$ cat config.mk
export PLATFORM = sky130hd
export DESIGN_NAME = rsa_mm_dma
export DESIGN_NICKNAME = d
export VERILOG_FILES = /design/src/rtl/rsa_mm_dma.sv
export SDC_FILE = /design/constraint.sdc
export NUM_CORES = 2
export LEC_CHECK = 0
export CAP_MARGIN = 20
export CORE_AREA = 5 5 615 617
export CTS_CLUSTER_DIAMETER = 30
export DETAILED_ROUTE_END_ITERATION = 12
export DIE_AREA = 0 0 620 622
export SLEW_MARGIN = 20
export SYNTH_ARGS = -nofsm -noshare
export SYNTH_HDL_FRONTEND = slang
export SYNTH_SLANG_ARGS = --single-unit
$ cat constraint.sdc
create_clock -name clk -period 1.73 [get_ports clk]
set_clock_uncertainty 0.1 [all_clocks]
set_input_delay 0.346 -clock clk [delete_from_list [all_inputs] [get_ports clk]]
set_output_delay 0.346 -clock clk [all_outputs]
set_load 0.02 [all_outputs]
$ cat src/rtl/rsa_mm_dma.sv
// rtl/rsa_mm_dma.sv - Avalon-MM master DMA front-end for the RSA modular-exponentiation core
//
// Purpose:
//   On a start pulse, fetches the key words d and n, then for each of NUM_BLOCKS
//   ciphertext words reads the word, hands it to the RSA core, collects the
//   plaintext result and writes it back. One memory transaction outstanding max.
//
// Ports:
//   clk, reset            - system clock, synchronous active-low reset
//   start                 - one-cycle run request (ignored unless idle)
//   status[7:0]           - 0xFF while busy, 0x00 otherwise
//   avm_*                 - Avalon-MM master (address, read, write, writedata,
//                           readdata, readdatavalid, waitrequest)
//   core_d, core_n        - registered exponent / modulus held for the whole run
//   core_c, core_valid,
//   core_ready            - ciphertext handshake to the core
//   core_m, core_m_valid,
//   core_m_ready          - result handshake from the core
//   perf_cycles[31:0]     - busy-cycle counter, only with RSA_DMA_PERF_EN defined
//
// Build option: RSA_DMA_PERF_EN adds the saturating perf_cycles counter.

module rsa_mm_dma #(
   parameter int DATA_W     = 256,
   parameter int ADDR_W     = 32,
   parameter int NUM_BLOCKS = 38,
   parameter int KEY_BASE   = 0,
   parameter int C_BASE     = 64,
   parameter int M_BASE     = 64
) (
   input  logic              clk,
   input  logic              reset,
   input  logic              start,
   output logic [7:0]        status,
   input  logic              avm_waitrequest,
   output logic [ADDR_W-1:0] avm_address,
   output logic              avm_read,
   output logic              avm_write,
   output logic [DATA_W-1:0] avm_writedata,
   input  logic [DATA_W-1:0] avm_readdata,
   input  logic              avm_readdatavalid,
   output logic [DATA_W-1:0] core_d,
   output logic [DATA_W-1:0] core_n,
   output logic [DATA_W-1:0] core_c,
   output logic              core_valid,
   input  logic              core_ready,
   input  logic [DATA_W-1:0] core_m,
   input  logic              core_m_valid,
   output logic              core_m_ready
`ifdef RSA_DMA_PERF_EN
   ,
   output logic [31:0]       perf_cycles
`endif
);

   // k must be able to hold NUM_BLOCKS itself: it increments on the last write
   // before DONE clears it.
   localparam int K_W = $clog2(NUM_BLOCKS + 1);

   localparam logic [ADDR_W-1:0] D_ADDR = ADDR_W'(KEY_BASE);
   localparam logic [ADDR_W-1:0] N_ADDR = ADDR_W'(KEY_BASE + 32);
   localparam logic [ADDR_W-1:0] C_ADDR = ADDR_W'(C_BASE);
   localparam logic [ADDR_W-1:0] M_ADDR = ADDR_W'(M_BASE);
   localparam logic [K_W-1:0]    K_LAST = K_W'(NUM_BLOCKS - 1);

   typedef enum logic [3:0] {
      IDLE, RD_D, WT_D, RD_N, WT_N, RD_C, WT_C, SEND, COMP, WR_M, DONE
   } state_t;

   state_t            state, state_nxt;
   logic [K_W-1:0]    k;
   logic [ADDR_W-1:0] k_off;

   assign k_off = ADDR_W'(k) << 5;

   // State register
   always_ff @(posedge clk) begin
      if (!reset) begin
         state <= IDLE;
      end else begin
         state <= state_nxt;
      end
   end

   // Next-state logic
   always_comb begin
      state_nxt = state;
      case (state)
         IDLE: if (start)              state_nxt = RD_D;
         RD_D: if (!avm_waitrequest)   state_nxt = WT_D;
         WT_D: if (avm_readdatavalid)  state_nxt = RD_N;
         RD_N: if (!avm_waitrequest)   state_nxt = WT_N;
         WT_N: if (avm_readdatavalid)  state_nxt = RD_C;
         RD_C: if (!avm_waitrequest)   state_nxt = WT_C;
         WT_C: if (avm_readdatavalid)  state_nxt = SEND;
         SEND: if (core_ready)         state_nxt = COMP;
         COMP: if (core_m_valid)       state_nxt = WR_M;
         WR_M: if (!avm_waitrequest)   state_nxt = (k == K_LAST) ? DONE : RD_C;
         DONE:                         state_nxt = IDLE;
         default:                      state_nxt = IDLE;
      endcase
   end

   // Output logic: bus strobes and addresses depend only on state, so they
   // stay stable for as long as the slave stalls.
   always_comb begin
      avm_read     = 1'b0;
      avm_write    = 1'b0;
      avm_address  = '0;
      core_valid   = 1'b0;
      core_m_ready = 1'b0;
      status       = (state == IDLE) ? 8'h00 : 8'hFF;
      case (state)
         RD_D: begin avm_read  = 1'b1; avm_address = D_ADDR;         end
         RD_N: begin avm_read  = 1'b1; avm_address = N_ADDR;         end
         RD_C: begin avm_read  = 1'b1; avm_address = C_ADDR + k_off; end
         WR_M: begin avm_write = 1'b1; avm_address = M_ADDR + k_off; end
         SEND: core_valid   = 1'b1;
         COMP: core_m_ready = 1'b1;
         default: ;
      endcase
   end

   // Datapath registers: key words, ciphertext, result and block index.
   // Read data outside a WT_x state falls through the case and is dropped.
   always_ff @(posedge clk) begin
      if (!reset) begin
         core_d        <= '0;
         core_n        <= '0;
         core_c        <= '0;
         avm_writedata <= '0;
         k             <= '0;
      end else begin
         case (state)
            WT_D: if (avm_readdatavalid) core_d        <= avm_readdata;
            WT_N: if (avm_readdatavalid) core_n        <= avm_readdata;
            WT_C: if (avm_readdatavalid) core_c        <= avm_readdata;
            COMP: if (core_m_valid)      avm_writedata <= core_m;
            WR_M: if (!avm_waitrequest)  k             <= k + 1'b1;
            DONE:                        k             <= '0;
            default: ;
         endcase
      end
   end

`ifdef RSA_DMA_PERF_EN
   // Counts every non-idle cycle of a run; cleared by the accepted start,
   // frozen while idle so software can read it after the run.
   always_ff @(posedge clk) begin
      if (!reset) begin
         perf_cycles <= '0;
      end else if (state == IDLE) begin
         if (start) perf_cycles <= '0;
      end else if (perf_cycles != 32'hFFFF_FFFF) begin
         perf_cycles <= perf_cycles + 32'd1;
      end
   end
`endif

endmodule

After elaboration in Yosys (flattened, before gate mapping)
Cells that the tools add are included.
- add/subtract/negate cells: 2
- equal/unequal tests: 21
- muxes and demuxes: 20
- reduce and logical (&&, ||, !) cells: 10
- operators by type and width (operator ; number):
    4-bit 2-to-1 mux ; 11
    4-bit case mux with 10 select lines ; 1
    12-bit case mux with 2 select lines ; 1
    2-bit != test, second input constant ; 10
    4-bit by 3-bit == test with 1-bit output, second input constant ; 4
    7-bit by 11-bit adder with 12-bit output, first input constant ; 1
    4-bit == test, second input constant ; 3
    6-bit case mux with 2 select lines ; 1
    10-bit AND reduction ; 1
    2-bit AND reduction ; 5
    4-bit by 2-bit == test with 1-bit output, second input constant ; 2
    8-bit 2-to-1 mux ; 1
    6-bit by 1-bit adder with 6-bit output, second input constant ; 1
    6-bit == test, second input constant ; 1
    6-bit 2-to-1 mux ; 1
    4-bit by 1-bit == test with 1-bit output, second input constant ; 1
    4-bit logical NOT ; 1
    1-bit 2-to-1 mux ; 4
    3-bit OR reduction ; 1
    2-bit nonzero test ; 1
    2-bit OR reduction ; 1
- word-level logic and storage cells: 59
- flip-flop bits (word level): 1034
- input bits: 519

Depth between registers and ports, before layout
- word-level depth: 4
- mapped depth: 9
- depth with buffers taken out: 5

Worst setup path before layout
OpenSTA, ideal clock, no wires.
- kind: reg2out
- start point: register state[0]
- end point: output port avm_address[11]
- stages on the path, launching flop included: 5
- slack: -0.006 ns
- data arrival time: 1.290 ns
- required time: 1.284 ns
- path buffers: 1
- cell sequence: dfxtp_1 buf_2 nand2b_1 o21bai_1 nor3_1
- cells in the longest elaborated chain, start to end: 3
- ends and longest elaborated chain (what ; RTL line ; RTL):
    start: declaration ; 70 ; state_t state, state_nxt;
    start signal: assignment ; 81 ; state <= state_nxt;
    4-bit == test or 4-bit by 3-bit == test with 1-bit output (tied branches) ; 113 ; case (state)
    2-bit OR reduction (no source line) ; -- ;
    12-bit case mux with 2 select lines (*) ; 113 ;
    end: declaration ; 36 ; output logic [ADDR_W-1:0] avm_address,
Every way passes the cells marked *; elsewhere a longest branch is shown, timed or not.

Worst setup path in the final report
- start point: register state[1]
- end point: output port avm_address[11]
The elaborated chain is that of the path after synthesis.

==> flow_summary.toml <==
[logic_synthesis]
synth_area_leader_cell = "dfxtp_1"
synth-edff-count = 0
synthesis.area_um2 = 38500
ys_ff_latch = 1034
yosysUniqueCellTypes = 44
synthCells = 4590
synth-main-ff-cell = "dfxtp_1"
ys_seq_area_share_pct = 53.7
avgSynthCellArea_um2 = 8.39
yosys.area.top_type_share_pct = 53.7
netlist_top_cells_area = "dfxtp_1 54%, nand2_1 20%, a21boi_1 19%"
async_flop_share_pct = 0
yosys_warnings = 0

[power]
ir_worst_vdd_mv = 1.16
p_leak_nw = 31.0
power_density_nw_per_um2 = 1150

[worst_setup_path]
slowest_delay_ps = 320
crit_type = "flip-flop to output pin"
cp_top_family = "simple AND/OR/NAND/NOR gates"
crit_fanout = 6
end_kind = "output pin"
cp.arrival_ps = 2040
critPathRequiredTime_ps = 1280
slowest_stage = "dfxtp_2"
cp_cell_sequence = "buf_6 > nand2b_4 > o21bai_4 > nor3_2 > buf_4"
critPathLaunchType = "flip-flop"
cp.buffers_inverters = 2
r2r_slack_ps = -740

[grt]
antenna_found_initial = 148
grt_pass1_wl_um = 405000
grt_max_degree = 100
grt_usage_pct = 15.6
grt_pass1_vias = 41500
grt_overflow = 0

[routing]
drt-initial-drc-count = 3412
wirelength_um = 323000
ant_nets = 0
dr.pass1.iters = 6
avgViaCountPerCell = 3.56
drc = 0
via_count = 43200
wl_per_cell_um = 26.6

[job]
max_cap_viol_count = 0

[placed_design]
hpwl_um = 256000
port_buffers = 1561
dp_cells = 11100
place.gp.congestion = 0.927

[clock_network]
h-tree-depth = 5
path_clk_slew_ps = 40
tritoncts = "yes"
cts_made_buffers = 299
root_buffer = "clkbuf_16"
ctsLongestPathBuffers = 4
clk_latency_ps = 840
cts_num_sinks = 1034

[sta]
rsz0062_at_grt = "true"
finalCriticalPeriod_ps = 2480
finalHoldViolations = 0
clock.fmax_mhz = 403
layout_setup_ws_ps = -752
period_share_pct = 143
worstMarginPinSlew_ps = 593
setup_viol = 1928
max_slew_margin_pct = 60.3
maxSlewViolCount = 0

[die]
dieArea_um2 = 386000
rows = 224
start_util_pct = 10.4
die_w_um = 620
core_um2 = 371000
num_io_pins = 1587
fp.dieH_um = 622

[finish]
fillers = 40100
final_layout_size_suffix_gt1_share_pct = 39.0
finish.net_count = 7391
multiInputGateArea_um2 = 16400
layout_common_cells = "2053 x nand2_1, 978 x a21boi_1, 741 x buf_6"
ff_latch_area_um2 = 21700
layout_commonest_cell = "nand2_1"
fin_cells = 12100
synthToLayoutAreaGrowth_pct = 115
final_util_pct = 22.3

[status]
failed_checks = "setup timing"
run_status = "complete, but fails checks"

[worst_hold_path]
hold_class = "input port to flip-flop"
## routing by layer
metal | share of wire [%] | vias up | GRT usage (%)
li1 | - | 19500 | -
met1 | 39 | 20800 | 18.4
met2 | 45 | 2195 | 24.7
met3 | 12 | 601 | 7.06
met4 | 3.9 | 42 | 5.91
met5 | 0.082 | - | 0
## worst min-delay path, delay by kind of cell
family                 cells  cell delay, ps
AO/OA/AOI/OAI              1              60
buffers and inverters      1             520
AND/OR/NAND/NOR            1             100
## cell usage after synthesis (all sizes together), types with 3 or more instances
cell type	count
nand2	2057
buf	166
a21boi	1025
clkbuf	217
inv	5
dfxtp	1034
xor2	5
nor2	15
ha	3
nand3	8
o211ai	3
and2	3
and3	4
o21ai	6
nor2b	4
## kinds of logic after synthesis
kind of cell / after synthesis / share of synthesized area [%]
simple gates: 2107 / 20.8
compound gates: 1049 / 20.4
flops: 1034 / 53.7
buf+inv: 388 / 4.80
xor+xnor: 7 / 0.159
fa+ha+maj: 3 / 0.0974
other cells: 1 / 0.00973
mux: 1 / 0.0260
## registers in the layout, summed over array words and instances (netlist names)
signal	count
k	6
state	4
core_n	256
core_d	256
avm_writedata	256
core_c	256
## where the power goes
group	internal, mW	total (mW)	leakage [nW]	switching [mW]
logic	6.16	12.7	17.2	6.55
registers	24.7	25.3	8.71	0.638
clock network	39.5	57.2	5.15	17.7
## repair_timing
action / 4_1_cts / 5_1_grt
setup buffers: 82 / 48
setup endpoints to repair: 2074 / 2075
pin swaps: 16 / 12
gates resized for setup: 4165 / 1101
endpoints found under the hold margin: 594 / 0
hold buffers: 311 / 0
gates cloned: 25 / 18
## path summary, 6_finish.rpt
path	end	depth (start not counted)	startpoint
max	avm_address[11]	5	state[1]
min	avm_writedata[89]	3	core_m[89]
max reg2reg	state[3]	17	state[1]
min reg2reg	core_d[166]	2	core_d[166]
## metrics by stage
step | area (um^2) | power (mW) | hold WS, ps | setup slack, ps | TNS [ps]
2_1_floorplan | 38600 | 29.1 | 381 | 26.5 | 0
3_3_place_gp | 64300 | 36.0 | 339 | -692 | -541070
3_5_place_dp | 64300 | 36.0 | 344 | -707 | -549640
4_1_cts | 81300 | 96.0 | 0.737 | -869 | -533990
5_1_grt | 82800 | 98.4 | 28.5 | -871 | -533790
6_report | 82900 | 95.2 | 89.9 | -752 | -360600
## area by class of cell
| class | count | area share (%) |
|---|---|---|
| inverters | 5 | 0.0226 |
| clock buffers | 397 | 10.3 |
| well taps | 4972 | 7.50 |
| flip-flops and latches | 1034 | 26.1 |
| clock inverters | 142 | 2.38 |
| repair buffers | 2337 | 33.8 |
| multi-input cells | 3192 | 19.7 |
| diodes | 53 | 0.160 |
Power figures use the tool's default switching activity.
